$ cat src/rtl/debug_tx_sequencer.sv
// Serializes a 32-bit debug word into bytes for a UART transmitter using a tx_start/tx_done handshake.
// Optional feature macro DEBUG_TX_CHECKSUM_EN appends an XOR checksum byte after each word.
module debug_tx_sequencer #(
   parameter bit LSB_FIRST = 1'b0
) (
   input  logic        clk,
   input  logic        rst_n,
   input  logic [31:0] data,
   input  logic        data_start,
   input  logic        tx_done,
   output logic [7:0]  tx_data,
   output logic        tx_start,
   output logic        data_ready,
   output logic        busy,
   output logic        overrun
);

   typedef enum logic [1:0] {
      IDLE = 2'd0,
      LOAD = 2'd1,
      WAIT = 2'd2
`ifdef DEBUG_TX_CHECKSUM_EN
      , CSUM = 2'd3
`endif
   } state_e;

   state_e      state_q, state_d;
   logic [31:0] shift_q, shift_d;
   logic [1:0]  cnt_q, cnt_d;
   logic [7:0]  tx_data_q, tx_data_d;
   logic        tx_start_q, tx_start_d;
   logic        data_ready_q, data_ready_d;
   logic        busy_q, busy_d;
   logic        overrun_q, overrun_d;
`ifdef DEBUG_TX_CHECKSUM_EN
   logic [7:0]  csum_q, csum_d;
`endif

   // The byte on the wire is always at the head of the shift register.
   function automatic logic [7:0] head_byte(input logic [31:0] w);
      return LSB_FIRST ? w[7:0] : w[31:24];
   endfunction

   function automatic logic [31:0] advance(input logic [31:0] w);
      return LSB_FIRST ? {8'h00, w[31:8]} : {w[23:0], 8'h00};
   endfunction

   // NOTE: every signal driven here gets a default first, so no path leaves one unassigned and no latch is inferred.
   always_comb begin
      state_d      = state_q;
      shift_d      = shift_q;
      cnt_d        = cnt_q;
      tx_data_d    = tx_data_q;
      tx_start_d   = 1'b0;
      data_ready_d = 1'b0;
      overrun_d    = overrun_q | (data_start & busy_q);
`ifdef DEBUG_TX_CHECKSUM_EN
      csum_d       = csum_q;
`endif

      case (state_q)
         IDLE: begin
            if (data_start) begin
               state_d    = LOAD;
               shift_d    = data;
               cnt_d      = 2'd0;
               tx_data_d  = head_byte(data);
               tx_start_d = 1'b1;
`ifdef DEBUG_TX_CHECKSUM_EN
               csum_d     = data[31:24] ^ data[23:16] ^ data[15:8] ^ data[7:0];
`endif
            end
         end
         LOAD: state_d = WAIT;
         WAIT: begin
            if (tx_done) begin
               if (cnt_q != 2'd3) begin
                  state_d    = LOAD;
                  cnt_d      = cnt_q + 2'd1;
                  shift_d    = advance(shift_q);
                  tx_data_d  = head_byte(advance(shift_q));
                  tx_start_d = 1'b1;
               end else begin
`ifdef DEBUG_TX_CHECKSUM_EN
                  state_d    = CSUM;
                  tx_data_d  = csum_q;
                  tx_start_d = 1'b1;
`else
                  state_d      = IDLE;
                  data_ready_d = 1'b1;
`endif
               end
            end
         end
`ifdef DEBUG_TX_CHECKSUM_EN
         // The first CSUM cycle carries tx_start; its tx_done only counts afterwards.
         CSUM: begin
            if (tx_done && !tx_start_q) begin
               state_d      = IDLE;
               data_ready_d = 1'b1;
            end
         end
`endif
         default: state_d = IDLE;
      endcase

      busy_d = (state_d != IDLE);
   end

   // NOTE: state registers use non-blocking assignments so every flop samples pre-edge values, matching hardware.
   always_ff @(posedge clk or negedge rst_n) begin
      if (!rst_n) begin
         state_q      <= IDLE;
         shift_q      <= 32'h0;
         cnt_q        <= 2'd0;
         tx_data_q    <= 8'h00;
         tx_start_q   <= 1'b0;
         data_ready_q <= 1'b0;
         busy_q       <= 1'b0;
         overrun_q    <= 1'b0;
`ifdef DEBUG_TX_CHECKSUM_EN
         csum_q       <= 8'h00;
`endif
      end else begin
         state_q      <= state_d;
         shift_q      <= shift_d;
         cnt_q        <= cnt_d;
         tx_data_q    <= tx_data_d;
         tx_start_q   <= tx_start_d;
         data_ready_q <= data_ready_d;
         busy_q       <= busy_d;
         overrun_q    <= overrun_d;
`ifdef DEBUG_TX_CHECKSUM_EN
         csum_q       <= csum_d;
`endif
      end
   end

   assign tx_data    = tx_data_q;
   assign tx_start   = tx_start_q;
   assign data_ready = data_ready_q;
   assign busy       = busy_q;
   assign overrun    = overrun_q;

endmodule

$ cat config.mk
export PLATFORM = sky130hd
export DESIGN_NAME = debug_tx_sequencer
export DESIGN_NICKNAME = d
export VERILOG_FILES = /design/src/rtl/debug_tx_sequencer.sv
export SDC_FILE = /design/constraint.sdc
export NUM_CORES = 1
export LEC_CHECK = 0
export ABC_AREA = 1
export CAP_MARGIN = 20
export CORE_MARGIN = 2
export CORE_UTILIZATION = 40
export DETAILED_ROUTE_END_ITERATION = 16
export PLACE_DENSITY_LB_ADDON = 0.25
export SLEW_MARGIN = 20
export SYNTH_ARGS = -nofsm -noshare
export SYNTH_HDL_FRONTEND = slang
export SYNTH_SLANG_ARGS = --single-unit
$ cat constraint.sdc
create_clock -name clk -period 1.3 [get_ports clk]
set_input_delay 0.195 -clock clk [delete_from_list [all_inputs] [get_ports clk]]
set_output_delay 0.195 -clock clk [all_outputs]
set_load 0.01 [all_outputs]
## Yosys cells after proc, flatten, opt, wreduce, memory -nomap -nowiden

Index checks and enable logic that the tools add are counted.

| storage, ports and cells | value |
|---|---|
| output and inout bits | 12 |
| word-level logic and storage cells | 44 |
| flip-flop bits (word level) | 40 |

| operators by class | value |
|---|---|
| add/subtract/negate cells | 1 |
| muxes and demuxes | 23 |
| reduce and logical (&&, ||, !) cells | 4 |
| bitwise gates (word level) | 2 |
| eq/ne operators | 6 |

Operators by type and width:

| kind | count |
|---|---|
| 2-to-1 mux 24 bit | 3 |
| case mux 24 bit (2 select lines) | 1 |
| 2-to-1 mux 8 bit | 3 |
| case mux 8 bit (2 select lines) | 1 |
| 2-to-1 mux 2 bit | 5 |
| != test 2 bit (second input constant) | 4 |
| 2-to-1 mux 1 bit | 7 |
| case mux 2 bit (3 select lines) | 1 |
| case mux 2 bit (2 select lines) | 1 |
| AND reduction 4 bit | 1 |
| nonzero test 2 bit | 2 |
| adder 2 x 1 -> 2 bit (second input constant) | 1 |
| == test 2 x 1 -> 1 bit (second input constant) | 1 |
| == test 2 bit (second input constant) | 1 |
| zero test 2 bit | 1 |
| case mux 1 bit (2 select lines) | 1 |
| AND 1 bit | 1 |
| bitwise OR 1 bit | 1 |

## Logic depth before layout (Yosys ltp)

Gate-level depths: netlist of run 1.

| logic depth | value |
|---|---|
| depth after elaboration | 5 |
| mapped depth | 8 |
| mapped depth without buffers | 6 |

## Worst setup path before layout of run 1

OpenSTA, ideal clock, no wires.

| path | value |
|---|---|
| kind | register to register |
| start | reg cnt_q[0] |
| end | reg tx_data_q[2] (netlist: tx_data[2]) |
| setup time | 116 ps |
| data arrival time | 1126 ps |
| stages on the path, launching flop included | 7 |
| slack | 58 ps |
| period minus slack after synthesis | 1242 ps |
| buffers on the path | 1 |
| cells stage by stage | dfrtp_1 -> ha_1 -> nor2_1 -> nand2_2 -> buf_2 -> nand3_1 -> nand2_1 |

| between the ends | value |
|---|---|
| cells in the longest elaborated chain, start to end | 3 |

Ends and longest elaborated chain:

| what | RTL line | RTL |
|---|---|---|
| from (decl) | 29 | `logic [1:0] cnt_q, cnt_d;` |
| from (signal assigned) | 127 | `cnt_q <= cnt_d;` |
| != test 2 bit | 77 | `if (cnt_q != 2'd3) begin` |
| != test 2 bit (no source line) | - |  |
| AND reduction 4 bit (no source line) | - |  |
| to (signal assigned) | 128 | `tx_data_q <= tx_data_d;` |
| to (decl) | 30 | `logic [7:0] tx_data_q, tx_data_d;` |

No other way between the ends.
A chain may end at the register's enable or synchronous reset.

## Final worst setup path of run 1

| path | value |
|---|---|
| start | reg cnt_q[0] |
| end | reg cnt_q[1] |

| between the ends | value |
|---|---|
| cells in the longest elaborated chain, start to end | 4 |

Ends and longest elaborated chain:

| what | RTL line | RTL |
|---|---|---|
| adder 2 x 1 -> 2 bit | 79 | `cnt_d = cnt_q + 2'd1;` |
| 2-to-1 mux 2 bit | 77 |  |
| 2-to-1 mux 2 bit | 76 | `if (tx_done) begin` |
| case mux 2 bit (2 select lines) | 61 | `case (state_q)` |

Parallel ways exist; a longest one is shown, timed or not. The select of a mux whose other input is x is not followed.

==> metrics, run 1 <==
Req. time, crit path 1530 ps; drt pass-1 iters 4; Syn Inst Count 253; CTS tree yes; crit path DAT 1500 ps; critical path fanouts, max 6; crit-path cells ha_2 -> nor2_2 -> nand2_4 -> nand2_8 -> clkbuf_16 -> nand2_1 -> nand2_1; Final ANT Viol Nets 0; CTS Sinks 40; Reg clk slew, reported paths 80 ps; initial core utilization 0.418; post-route minimum period 1260 ps; cell area after synthesis 0.00199 mm^2; status completed; pwr dens 2120 mW/mm^2; relative slew slack 0.722; Longest Clk Path Bufs 2; placed cells 370; Synth Warn # 0; Ant. Diodes 0; number of synthesized register bits 40; CTS Buf Count 5; most frequent cells in the layout 113 x nand2_1, 58 x nand3_1, 39 x dfrtp_1; Post-DP Area 0.00265 mm^2; register area share after synthesis 0.503; crit-path max cell delay 390 ps; Die Span Y 74.5 um; area grow syn2layout 42.5%; final core occ 0.596; GRT Total Usage 0.182; cell mode on critical path nand2_1; DPL Wire Length 3240 um; Final period util 0.971; routed wire length 4910 um; first-pass GRT wire length 7820 um; RSZ-0062 raised after global routing true; DR vias 1877; core region area 0.00475 mm^2; final instance area 0.00284 mm^2; CTS H-Tree Depth 2; clk_skew 3.71 ps; Setup WS post-layout 37.7 ps; final std cells w/o fill 384; vias in the first global route 1741; leakage 1.49 nW; critical path's slowest cell dfrtp_1; endpoints failing hold 0; min-delay worst type in2async; final setup violation count 0; antenna violations before repair 0; Max VDD drop 0.861 mV; clk_lat worst skew 290 ps; full die area 0.00555 mm^2; Iter 0 DRT Violations 100; Mapped Nets 290; worst slack, placed -115 ps; CP Class reg2reg; commonest non-fill, non-tap cell in the layout nand2_1; wire length per cell 12.8 um; Distinct cells, synth 20; startpoint types register; Final Net Count 353; via density per instance 4.89; Cell Rows 25; Filler cells 460; syn_area_per_cell 7.86 um^2; Clock Tree Root clkbuf_8; Port Buffers 47; Final Max Tran Viols 0; Die Span X 74.5 um; setup_tns 0 ps; share of layout cells above drive strength 1 0.136; Max Cap Viol 0; GRT Residual Overflow 0; Residual DRC 0; Slew @ Worst Pin 418 ps; Crit. End Element register; GP Congestion 0.785; io pins 48; CP top delay family simple AND/OR/NAND/NOR gates; FMAX 0.792 GHz; pin count of the biggest net entering global routing 25; Worst Path Buf+Inv 1
sequential cells by signal, indices dropped and copies added, names as in the netlist:
register / count
data_ready: 1
overrun: 1
state_q: 2
busy: 1
tx_data: 8
tx_start: 1
cnt_q: 2
shift_q: 24
area by class of cell:
class / count / area (um^2) / share of cell area
repair buffers: 74 / 769 / 0.271
inverters: 4 / 17.5 / 0.00618
flip-flops and latches: 40 / 1000 / 0.353
clock buffers: 8 / 90.1 / 0.0318
multi-input cells: 191 / 872 / 0.308
well taps: 67 / 83.8 / 0.0296
report_power, final:
group          internal [W]  total [W]  switching [W]
combinational       0.00141    0.00304        0.00163
clock              0.000433   0.000863       0.000430
sequential          0.00180    0.00210       0.000299
total               0.00364    0.00600        0.00236
cell families (layout without fill, tap and decap cells):
group,after synthesis,in the layout,synth area share
simple gates,189,189,0.419
flops,40,40,0.503
buf+inv,22,86,0.0679
fa+ha+maj,1,1,0.00629
compound gates,1,1,0.00377
Yosys cell counts:
library cell  number  area share
nand2_1          113        0.21
buf_6              3       0.017
nor2_1             4      0.0075
inv_4              1      0.0031
nand3_1           58        0.15
a21o_1             1      0.0038
dfrtp_1           40        0.50
buf_2             10       0.025
ha_1               1      0.0063
nor2_2             1      0.0031
inv_1              2      0.0038
nand3_4            1      0.0088
nand2_2            2      0.0063
buf_1              2      0.0038
buf_8              1      0.0075
nand4_1            9       0.028
buf_4              1      0.0038
clkbuf_1           1      0.0019
inv_2              1      0.0019
nand2_4            1      0.0057
worst register-to-register path: stages, from the launching register on:
cell and delay, ps:
dfrtp_1 390, ha_2 200, nor2_2 120, nand2_4 110
nand2_8 130, clkbuf_16 150, nand2_1 50, nand2_1 50
through the flow:
step | power (W) | hold WS (ps)
3_3_place_gp | 0.00495 | 151
3_5_place_dp | 0.00500 | 151
2_1_floorplan | 0.00384 | -101
4_1_cts | 0.00577 | 387
5_1_grt | 0.00647 | 422
6_report | 0.00600 | 380
metal layers:
layer / vias to the layer above / global-route usage / routed length [um]
met5: - / 0 / 0
met3: 5 / 0.0420 / 252
met1: 867 / 0.245 / 2350
met2: 55 / 0.296 / 2260
met4: 0 / 0.0476 / 51
li1: 950 / - / -
timing repair:
item / 4_1_cts / 5_1_grt
setup endpoints to repair: 21 / 34
hold endpoints to repair: 16 / 0
hold buffers: 1 / 0
cloned: 0 / 2
setup buffers: 0 / 3
resized for setup: 13 / 5
pin swaps: 1 / 2
path summary, 6_finish.rpt:
check | to | from | cells after the start | slack (ps)
setup / recovery | cnt_q[1] | cnt_q[0] | 7 | 40
hold / removal | shift_q[0] | rst_n | 2 | 380
setup reg to reg | cnt_q[1] | cnt_q[0] | 7 | 40
hold reg to reg | overrun | overrun | 1 | 450
max in group asynchronous | shift_q[12] | rst_n | 3 | 460
min in group clk | overrun | overrun | 1 | 450
Note: power is estimated with default switching activity, not from simulation.
==> run 2, diff against run 1 <==
- ABC_AREA: 1 -> default
==> metrics, run 2 <==
status finished with violations; failing checks negative setup slack; Cell Rows 25; share of layout cells above drive strength 1 0.430; DR vias 1290; GRT Total Usage 0.179; Top FF cell, synth dfrtp_1; GP Congestion 0.824; Largest Register shift_q; Tot Pwr 0.00697 W; CP Class reg2reg; final setup violation count 36; FF-to-FF path depth 5; Iter 0 DRT Violations 45; RSZ-0062 raised after global routing true; async set-or-reset flop fraction in the synthesized netlist 1.00; via density per instance 4.81; Crit. End Element register; core region area 0.00469 mm^2; initial core utilization 0.411; Die Span X 73.5 um; sw frac 0.304; top cells by count, synth 40 x dfrtp_1, 30 x mux2_2, 18 x mux2_4, 10 x mux2i_1, 10 x nand2_1; Ant. Diodes 0; cell area after synthesis 0.00193 mm^2; Final period util 1.20; number of synthesized register bits 40; relative slew slack 0.666; leakage 1.43 nW; number of flip-flops in the largest register 24; top post-synthesis cells by area dfrtp_1 52%, mux2_2 17%, mux2_4 14%; hold path cells 3; Longest Clk Path Bufs 2; routed wire length 4360 um; Max Cap Viol 0; wire length per cell 16.3 um; commonest non-fill, non-tap cell in the layout mux2_4; met3 Track Usage GR 0.0439; GRT Residual Overflow 0; clk_skew 5.57 ps; Slew @ Worst Pin 500 ps; io pins 48; Clock Tree Root clkbuf_8; Reg clk slew, reported paths 70 ps; antenna violations before repair 0; clk_lat worst skew 290 ps; worst slack, placed -448 ps; Combinational Power Share 0.573; Synth top area share 0.518; Clk pwr share 0.110; Final Net Count 251; CTS Buf Count 5; Residual DRC 0; CTS Sinks 40; DPL Wire Length 2880 um; Req. time, crit path 1470 ps; busiest grt layer met2; first-pass GRT wire length 7100 um; critical path fanouts, max 8; crit path DAT 1730 ps; Net Switching 0.00212 W; Pint 0.00485 W; startpoint types register; setup_tns -7830 ps; grt met1 use 0.218; Port Buffers 47; Sequential Power Share 0.317; pwr dens 2340 mW/mm^2; register area share after synthesis 0.518; post-route minimum period 1560 ps; Setup WS post-layout -263 ps; Final Max Tran Viols 0; drt pass-1 iters 4; syn_area_per_cell 14.1 um^2; vias in the first global route 1438; Syn Inst Count 137; min-delay worst type in2reg; Max VDD drop 1.04 mV; CTS tree yes; Die Span Y 73.5 um; endpoints failing hold 0; Final ANT Viol Nets 0; Yosys top cell by area dfrtp_1; met2 usage 0.302; count of flip-flops with a built-in enable after synthesis 0; Mapped Nets 174; Synth Warn # 0; FMAX 0.640 GHz; CTS H-Tree Depth 2; most frequent cells in the layout 44 x mux2_4, 40 x dfrtp_1, 34 x clkdlybuf4s50_1; Distinct cells, synth 19; top-count cell post-synth dfrtp_1; full die area 0.00540 mm^2; pin count of the biggest net entering global routing 41; area grow syn2layout 54.5%
[run 2: power groups by stage]
stage	Combinational (W)	Sequential, W	Clock, W
after floorplan	0.00203	0.00220	0
after detailed placement	0.00307	0.00221	0
after CTS	0.00386	0.00221	0.000791
final	0.00399	0.00221	0.000765
after global routing	0.00424	0.00228	0.000857
after global placement	0.00297	0.00218	0
[run 2: layer usage]
| layer | part of all wire | up-vias |
|---|---|---|
| li1 | - | 617 |
| met3 | 0.045 | 12 |
| met1 | 0.42 | 623 |
| met4 | 0.023 | 0 |
| met2 | 0.51 | 38 |
| met5 | 0 | - |
[run 2: through the flow]
stage | util | std cells | instance area [um^2] | hold slack (ps)
2_1_floorplan | - | 137 | 1960 | -101
3_3_place_gp | 0.549 | 247 | 2580 | 275
3_5_place_dp | 0.549 | 247 | 2580 | 284
4_1_cts | 0.627 | 266 | 2940 | 447
5_1_grt | 0.636 | 268 | 2980 | 451
6_report | 0.636 | 268 | 2980 | 461
[run 2: worst max-delay path, cell delays in order (launching register included)]
cell and delay, ps:
dfrtp_1 420, nor2b_4 190, buf_12 140, buf_12 130, mux2_4 300, mux2_4 260
[run 2: worst paths after layout]
path / start / to / slack [ps]
max in group asynchronous: rst_n / tx_data[5] / 460
min in group asynchronous: rst_n / data_ready / 500
min reg2reg: overrun / overrun / 470
max reg2reg: state_q[0] / tx_data[6] / -260
max: state_q[0] / tx_data[6] / -260
min: data[4] / shift_q[4] / 460
[run 2: cell type report]
class | instances | area [um^2]
inverters | 9 | 33.8
well taps | 54 | 67.6
fillers | 345 | 1710
repair buffers | 78 | 831
clock inverters | 1 | 5.00
flip-flops and latches | 40 | 1000
multi-input cells | 80 | 972
clock buffers | 6 | 72.6
[run 2: logic make-up after synthesis]
| family | Yosys count | synth area share |
|---|---|---|
| simple gates | 17 | 0.0408 |
| fa+ha+maj | 1 | 0.00648 |
| buf+inv | 17 | 0.0518 |
| compound gates | 4 | 0.0156 |
| flops | 40 | 0.518 |
| mux | 58 | 0.367 |
[run 2: timing repair]
action	in CTS	in global routing
gates cloned	2	1
endpoints found under the setup margin	48	38
resized for setup	55	4
hold buffers	1	0
hold endpoints to repair	40	0
setup buffers	9	3
pin swaps	0	2
